File: src/rtl/fir_coef_loader_if.sv
// rtl/fir_coef_loader_if.sv - coefficient configuration stream between the source and fir_coef_loader
interface fir_coef_loader_if #(
  parameter int COEF_W = 16
) ();
  logic              cfg_valid;
  logic [COEF_W-1:0] cfg_data;
  logic              cfg_ready;

  modport master (output cfg_valid, output cfg_data, input cfg_ready);
  modport slave  (input cfg_valid, input cfg_data, output cfg_ready);
endinterface

File: src/rtl/fir_coef_loader.sv
// rtl/fir_coef_loader.sv - shadow-buffered FIR coefficient loader with atomic commit
// Header word sets the tap count, coefficient words fill a shadow bank, one COMMIT cycle swaps it in.
module fir_coef_loader #(
  parameter int COEF_W   = 16,
  parameter int MAX_TAPS = 16
) (
  input  logic                       clk,
  input  logic                       rst_n,
  input  logic                       config_enable,
  fir_coef_loader_if.slave           cfg,
  output logic [MAX_TAPS*COEF_W-1:0] coef_flat,
  output logic [3:0]                 tap_num,
  output logic                       cfg_done,
  output logic                       cfg_error
);

  typedef enum logic [2:0] {
    S_IDLE   = 3'd0,
    S_HEADER = 3'd1,
    S_COEF   = 3'd2,
    S_COMMIT = 3'd3,
    S_WAIT   = 3'd4
  } state_t;

  state_t                      r_state;
  state_t                      w_next;
  logic [COEF_W-1:0]           r_shadow [MAX_TAPS];
  logic [3:0]                  r_shadow_tap;
  logic [3:0]                  r_index;
  logic [MAX_TAPS*COEF_W-1:0]  r_coef_flat;
  logic [3:0]                  r_tap_num;
  logic                        r_done;
  logic                        r_error;
  logic                        w_ready;
  logic                        w_xfer;
  logic                        w_abort;

  always_comb begin
    w_next  = r_state;
    w_ready = 1'b0;
    w_abort = 1'b0;
    case (r_state)
      S_IDLE: begin
        if (config_enable) w_next = S_HEADER;
      end
      S_HEADER: begin
        if (!config_enable) begin
          w_next  = S_IDLE;
          w_abort = 1'b1;
        end else begin
          w_ready = 1'b1;
          if (cfg.cfg_valid) w_next = S_COEF;
        end
      end
      S_COEF: begin
        if (!config_enable) begin
          w_next  = S_IDLE;
          w_abort = 1'b1;
        end else begin
          w_ready = 1'b1;
          if (cfg.cfg_valid && (r_index == r_shadow_tap)) w_next = S_COMMIT;
        end
      end
      S_COMMIT: begin
        // Commit is unconditional: losing config_enable here must not tear the swap.
        w_next = S_WAIT;
      end
      S_WAIT: begin
        if (!config_enable) w_next = S_IDLE;
      end
      default: begin
        w_next = S_IDLE;
      end
    endcase
  end

  assign w_xfer        = w_ready && cfg.cfg_valid;
  assign cfg.cfg_ready = w_ready;

  always_ff @(posedge clk) begin
    if (!rst_n) begin
      r_state      <= S_IDLE;
      r_shadow_tap <= 4'd0;
      r_index      <= 4'd0;
      r_coef_flat  <= '0;
      r_tap_num    <= 4'd0;
      r_done       <= 1'b0;
      r_error      <= 1'b0;
      for (int k = 0; k < MAX_TAPS; k++) r_shadow[k] <= '0;
    end else begin
      r_state <= w_next;
      r_done  <= (r_state == S_COMMIT);
      r_error <= w_abort;

      // Clearing the shadow on the header makes unloaded taps read as zero after commit.
      if ((r_state == S_HEADER) && w_xfer) begin
        r_shadow_tap <= cfg.cfg_data[3:0];
        r_index      <= 4'd0;
        for (int k = 0; k < MAX_TAPS; k++) r_shadow[k] <= '0;
      end

      if ((r_state == S_COEF) && w_xfer) begin
        r_shadow[r_index] <= cfg.cfg_data;
        if (r_index != r_shadow_tap) r_index <= r_index + 4'd1;
      end

      if (r_state == S_COMMIT) begin
        r_tap_num <= r_shadow_tap;
        for (int k = 0; k < MAX_TAPS; k++) r_coef_flat[k*COEF_W +: COEF_W] <= r_shadow[k];
      end

      if (w_abort) begin
        r_shadow_tap <= 4'd0;
        r_index      <= 4'd0;
        for (int k = 0; k < MAX_TAPS; k++) r_shadow[k] <= '0;
      end
    end
  end

  assign coef_flat = r_coef_flat;
  assign tap_num   = r_tap_num;
  assign cfg_done  = r_done;
  assign cfg_error = r_error;

endmodule
File: src/flat_wrapper.sv
// flat-port wrapper written by rule: the top's interface ports become plain ports
module fir_coef_loader_flat 
#(
  parameter int COEF_W   = 16,
  parameter int MAX_TAPS = 16
)
  (clk, rst_n, config_enable, coef_flat, tap_num, cfg_done, cfg_error, cfg_cfg_valid, cfg_cfg_data, cfg_cfg_ready);
  fir_coef_loader_if #(.COEF_W(COEF_W)) cfg_i ();
  input  logic clk;
  input  logic rst_n;
  input  logic config_enable;
  output logic [MAX_TAPS*COEF_W-1:0] coef_flat;
  output logic [3:0] tap_num;
  output logic cfg_done;
  output logic cfg_error;
  input wire logic [$bits(cfg_i.cfg_valid)-1:0] cfg_cfg_valid;
  input wire logic [$bits(cfg_i.cfg_data)-1:0] cfg_cfg_data;
  output wire logic [$bits(cfg_i.cfg_ready)-1:0] cfg_cfg_ready;
  assign cfg_i.cfg_valid = cfg_cfg_valid;
  assign cfg_i.cfg_data = cfg_cfg_data;
  assign cfg_cfg_ready = cfg_i.cfg_ready;
  fir_coef_loader #(.COEF_W(COEF_W), .MAX_TAPS(MAX_TAPS)) u_core (.clk(clk), .rst_n(rst_n), .config_enable(config_enable), .cfg(cfg_i), .coef_flat(coef_flat), .tap_num(tap_num), .cfg_done(cfg_done), .cfg_error(cfg_error));
endmodule
File: config.mk
export PLATFORM = sky130hd
export DESIGN_NAME = fir_coef_loader_flat
export DESIGN_NICKNAME = d
export VERILOG_FILES = /design/src/rtl/fir_coef_loader_if.sv /design/src/rtl/fir_coef_loader.sv /design/src/flat_wrapper.sv
export SDC_FILE = /design/constraint.sdc
export NUM_CORES = 1
export LEC_CHECK = 0
export BUFFER_PORTS_ARGS = -buffer_cell sky130_fd_sc_hd__buf_2
export CAP_MARGIN = 20
export CORE_MARGIN = 5
export CORE_UTILIZATION = 45
export CTS_CLUSTER_SIZE = 12
export DETAILED_ROUTE_END_ITERATION = 8
export HOLD_SLACK_MARGIN = 0.03
export PLACE_DENSITY = 0.7
export SLEW_MARGIN = 20
export SYNTH_ARGS = -nofsm -noshare
export SYNTH_HDL_FRONTEND = slang
export SYNTH_SLANG_ARGS = --single-unit
File: constraint.sdc
create_clock -name clk -period 3.5 [get_ports clk]
set_clock_uncertainty 0.2 [all_clocks]
set_input_delay 0.7 -clock clk [delete_from_list [all_inputs] [get_ports clk]]
set_output_delay 0.7 -clock clk [all_outputs]
set_load 0.02 [all_outputs]
=== After elaboration in Yosys (flattened, before gate mapping) ===
Memories as Yosys holds them, arrays and structs flattened. A register that Yosys moved wholly into a read port is not among the register bits.
Index checks and enable logic that the tools add are counted.

* Input bits: 20
* Output and inout bits: 263
* Bits in writable memories: 256
* Register bits after elaboration: 17
* Memories kept: 1

{| class="wikitable"
|+ Memory list
! memory !! depth !! width !! rd ports !! clocked after memory_dff !! wr ports !! RTL line !! source
|-
| u_core.r_shadow || 16 || 16 || 16 || 16 || 16 || fir_coef_loader.sv:27 || <nowiki>logic [COEF_W-1:0] r_shadow [MAX_TAPS];</nowiki>
|}

* Eq/ne operators: 10
* Multiplexer cells: 59
* Add/sub/neg operators: 1
* Reduce and logical (&&, ||, !) cells: 25
* Bitwise operators: 33

{| class="wikitable"
|+ Operators with widths
! kind !! count
|-
| 16-bit two-way mux || 33
|-
| 1-bit bitwise OR || 32
|-
| 3-bit two-way mux || 6
|-
| 1-bit zero test || 16
|-
| 4-bit two-way mux || 4
|-
| 16-bit OR reduction || 1
|-
| 1-bit two-way mux || 15
|-
| 3-bit case mux with 5 select lines || 1
|-
| 3-bit by 2-bit equality test with 1-bit output, second input constant || 2
|-
| 4-bit by 1-bit adder with 4-bit output, second input constant || 1
|-
| 4-bit equality test || 1
|-
| 1-bit logical AND || 4
|-
| 2-bit != test, second input constant || 2
|-
| 4-bit != test || 1
|-
| 4-bit AND reduction || 1
|-
| 2-bit OR reduction || 2
|-
| 3-bit by 1-bit equality test with 1-bit output, second input constant || 1
|-
| 3-bit equality test, second input constant || 1
|-
| 3-bit zero test || 1
|-
| 3-bit by 2-bit != test with 1-bit output, second input constant || 1
|-
| 3-bit != test, second input constant || 1
|-
| 1-bit inverter || 1
|}

=== Logic depth before layout (Yosys ltp) ===
* Depth after elaboration: 11
* Gate-level depth with buffers: 7

=== Worst setup path after synthesis ===
No wires, ideal clock.

* Path kind: input -> register
* Start: in cfg_cfg_valid
* End: mem u_core.r_shadow[4][0] (enable)
* Data required time: 2.889 ns
* Buffers on the path: 0
* Path slack: 0.451 ns
* Cell stages on the path: 3
* Arrival: 2.437 ns
* Cell sequence: and3b_4 nand4_4 o21ai_0

{| class="wikitable"
|+ RTL lines
! item !! RTL line !! source
|-
| start, declared || flat_wrapper.sv:16 || <nowiki>input wire logic [$bits(cfg_i.cfg_valid)-1:0] cfg_cfg_valid;</nowiki>
|-
| end, declared || fir_coef_loader.sv:27 ||
|}

=== Worst setup path in the final report ===
* Start: reg u_core.r_state[1]
* End: out cfg_cfg_ready

* Word-level cells in the longest chain between the ends: 3
* Elaborated cells on any way between the ends: 4
* Those cells by class: 2 x eq/ne; 1 x mux; 1 x reduce/logical

{| class="wikitable"
|+ Ends and longest elaborated chain
! item !! RTL line !! source
|-
| start, declared || fir_coef_loader.sv:25 || <nowiki>state_t r_state;</nowiki>
|-
| start signal, assigned || fir_coef_loader.sv:91 || <nowiki>r_state <= w_next;</nowiki>
|-
| 3-bit by 2-bit equality test with 1-bit output / 3-bit by 1-bit equality test with 1-bit output (equally long branches) || fir_coef_loader.sv:42 || <nowiki>case (r_state)</nowiki>
|-
| 2-bit OR reduction (no line) (*) || -- ||
|-
| 1-bit two-way mux (*) || -- ||
|-
| end, declared || flat_wrapper.sv:18 || <nowiki>output wire logic [$bits(cfg_i.cfg_ready)-1:0] cfg_cfg_ready;</nowiki>
|}

Mark *: on every way between the ends. The rest lies on a longest branch, timed or not.

==> reports/metrics.cfg <==
[die]
dieArea_um2=47600
initial_core_util_pct=45.4
chipHeight_um=218
ioPinCount=283
rows=76
die_w_um=218
core_um2=43000

[sta]
period_needed_ps=2820
fin_crit_sh_pct=80.5
hold_violations=0
timing.fmax_mhz=355
rsz0062_at_grt=false
final_max_slew_viol_count=0
fin_tns_setup_ps=0
setup_viol=0
slew_headroom_pct=41.0
worstMarginPinSlew_ps=885

[routing]
drt-vias-per-instance=5.09
num_vias=13700
drc=0
first_pass_iters=5
wl_per_cell_um=19.9
finalWirelength_mm=53.5
postRouteAntennaNets=0
drt_iter0_drc=1109

[logic_synthesis]
synth-edff-count=256
synth-seq-cells=529
synth-main-ff-cell=dfxtp_1
netlist_area_um2=19500
syn_area_per_cell_um2=10.8
yosys_warnings=0
syn_nets=1832
post_synth_num_cell_types=45
synth-seq-area-share_pct=67.4
async_reset_ff_share_pct=0
syn_inst=1808

[pwr]
irDropWorstVdd_mv=0.395
power_leakage_uw=0.00899
power_density_nw_per_um2=564

[worst_setup_path]
crit_path_cell_trace=xnor2_1 > nor3b_1 > buf_2
worstSetupPathType=reg -> out
critical-path-top-delay-family=flip-flops
cpPeakStageDelay_ps=580
ff2ff_setup_slack_ps=790
cp-start-kind=flop
required_ps=2600
critPathBufInv=1
cpMaxStageDelayCell=dfxtp_1
cp.arrival_ps=1920
cp-end-kind=output port
cp_max_fo=12

[finish]
layout.cells.non_filler=2684
areaGrowthSynthToFinish_pct=18.6
drive_gt1_share_pct=20.2
fillCellCount=3847
fin_nets=2075

[run]
cap_violations=0

[clock_tree]
h-tree-depth=2
cts_setup_buffers=0
cts.path.max_buffers=3
cts_tree=yes
hold_buffers=0
clock-sinks=529
cts_resized=0
clk_pin_slew_ps=60
root_buffer=clkbuf_16
insertion_delay_ps=590
numCtsBuffers=54

[min_path]
hp-class=reg -> reg

[grt]
grt_pass1_wl_mm=79.0
grt_usage_pct=21.7
grt-ovfl-total=0
grt_start_max_net_pins=189
grt_pass1_vias=13000
antenna_found_initial=6

[placed_design]
numPortBuffers=282
place_inst=2580
hpwl_mm=33.3
gp_congestion=0.800

[outcome]
status=complete, no violations

-- cell families after synthesis --
kind of cell / synth area share [%]
simple gates: 21.1
fa+ha+maj: 0.256
xor+xnor: 0.269
flops: 67.4
compound gates: 7.84
buf+inv: 3.17
-- cell usage after synthesis (2+ instances only) --
cell	count	area (um2)
nand2_1	526	1970
dfxtp_1	273	5470
a21oi_1	266	1330
and2_1	256	1600
edfxtp_1	256	7690
clkbuf_1	60	225
buf_2	56	280
o21ai_0	17	85.1
nor2_4	12	135
nand2b_1	11	68.8
nor2_1	8	30.0
inv_1	6	22.5
buf_6	5	56.3
xnor2_1	5	43.8
buf_4	4	30.0
ha_1	4	50.1
nand4_4	4	85.1
nor3_4	4	65.1
nand3_1	3	15.0
nor3_1	3	15.0
a32o_1	2	20.0
nor2b_1	2	12.5
nor4_1	2	12.5
nor4b_1	2	17.5
-- final cells by class --
| cell class | count | area, um2 | area share [%] |
|---|---|---|---|
| Antenna cell | 2 | 5.00 | 0.0216 |
| Clock buffer | 93 | 1600 | 6.93 |
| Clock inverter | 9 | 118 | 0.508 |
| Inverter | 6 | 30.0 | 0.130 |
| Multi-Input combinational cell | 1147 | 5800 | 25.0 |
| Sequential cell | 529 | 13200 | 56.8 |
| Tap cell | 585 | 732 | 3.16 |
| Timing Repair Buffer | 313 | 1720 | 7.42 |
-- worst reg2reg max path: stages (launching register included) --
cell,delay (ps)
dfxtp_1,740
nand2_1,560
o21ai_2,830
-- where the power goes --
group / internal, uW / switching (uW)
Sequential: 6810 / 112
Combinational: 112 / 437
Clock: 3260 / 2330
-- state kept, by name (all words and copies together) (netlist names) --
register,cells
u_core.cfg_done,1
u_core.coef_flat,256
u_core.tap_num,4
u_core.r_state,3
u_core.cfg_error,1
u_core.r_index,4
u_core.r_shadow_tap,4
u_core.r_shadow,256
-- path summary, 6_finish.rpt --
check / startpoint / to / cells after the start
setup / recovery: u_core.r_state[1]$_SDFFE_PN0P_ / cfg_cfg_ready / 3
hold / removal: u_core.coef_flat[93]$_SDFFE_PN0P_ / u_core.coef_flat[93]$_SDFFE_PN0P_ / 2
hold reg to reg: u_core.coef_flat[93]$_SDFFE_PN0P_ / u_core.coef_flat[93]$_SDFFE_PN0P_ / 2
setup reg to reg: u_core.r_index[2]$_SDFF_PP0_ / u_core.r_shadow[12][10]$_SDFFCE_PN0P_ / 2
-- layout by cell type (no fill, tap or decap), types with 3 or more instances in the layout --
master / instances
nand2_1: 526
buf_2: 282
dfxtp_1: 273
a21oi_1: 266
and2_1: 256
edfxtp_1: 256
clkbuf_16: 55
clkbuf_1: 28
buf_4: 25
nor2_4: 12
nand2b_1: 11
o21ai_2: 8
nor2_1: 8
clkbuf_8: 8
buf_12: 6
inv_1: 5
xnor2_1: 5
o21ai_0: 5
nand4_4: 4
nor3_4: 4
o21ai_1: 4
ha_1: 4
nor3_1: 3
inv_6: 3
clkinv_2: 3
-- through the flow --
| step | hold WS (ps) | total power (uW) | setup WS (ps) | util, % | area [um2] |
|---|---|---|---|---|---|
| 2_1_floorplan | 254 | 7320 | 451 | - | 19500 |
| 4_1_cts | 247 | 13200 | 626 | 53.9 | 23200 |
| 6_report | 250 | 13100 | 681 | 53.9 | 23200 |
| 3_3_place_gp | 242 | 7590 | 559 | 49.9 | 21400 |
| 3_5_place_dp | 243 | 7600 | 518 | 49.9 | 21400 |
| 5_1_grt | 268 | 13500 | 564 | 53.9 | 23200 |
-- routing by layer --
layer / global-route usage, % / vias to the layer above / part of all wire (%)
met5: 0 / - / 0.024
met4: 8.23 / 2 / 3.6
met3: 3.96 / 106 / 7.1
met2: 36.4 / 466 / 49
met1: 28.4 / 6606 / 41
li1: - / 6493 / -
(Power assumes the default switching activity.)
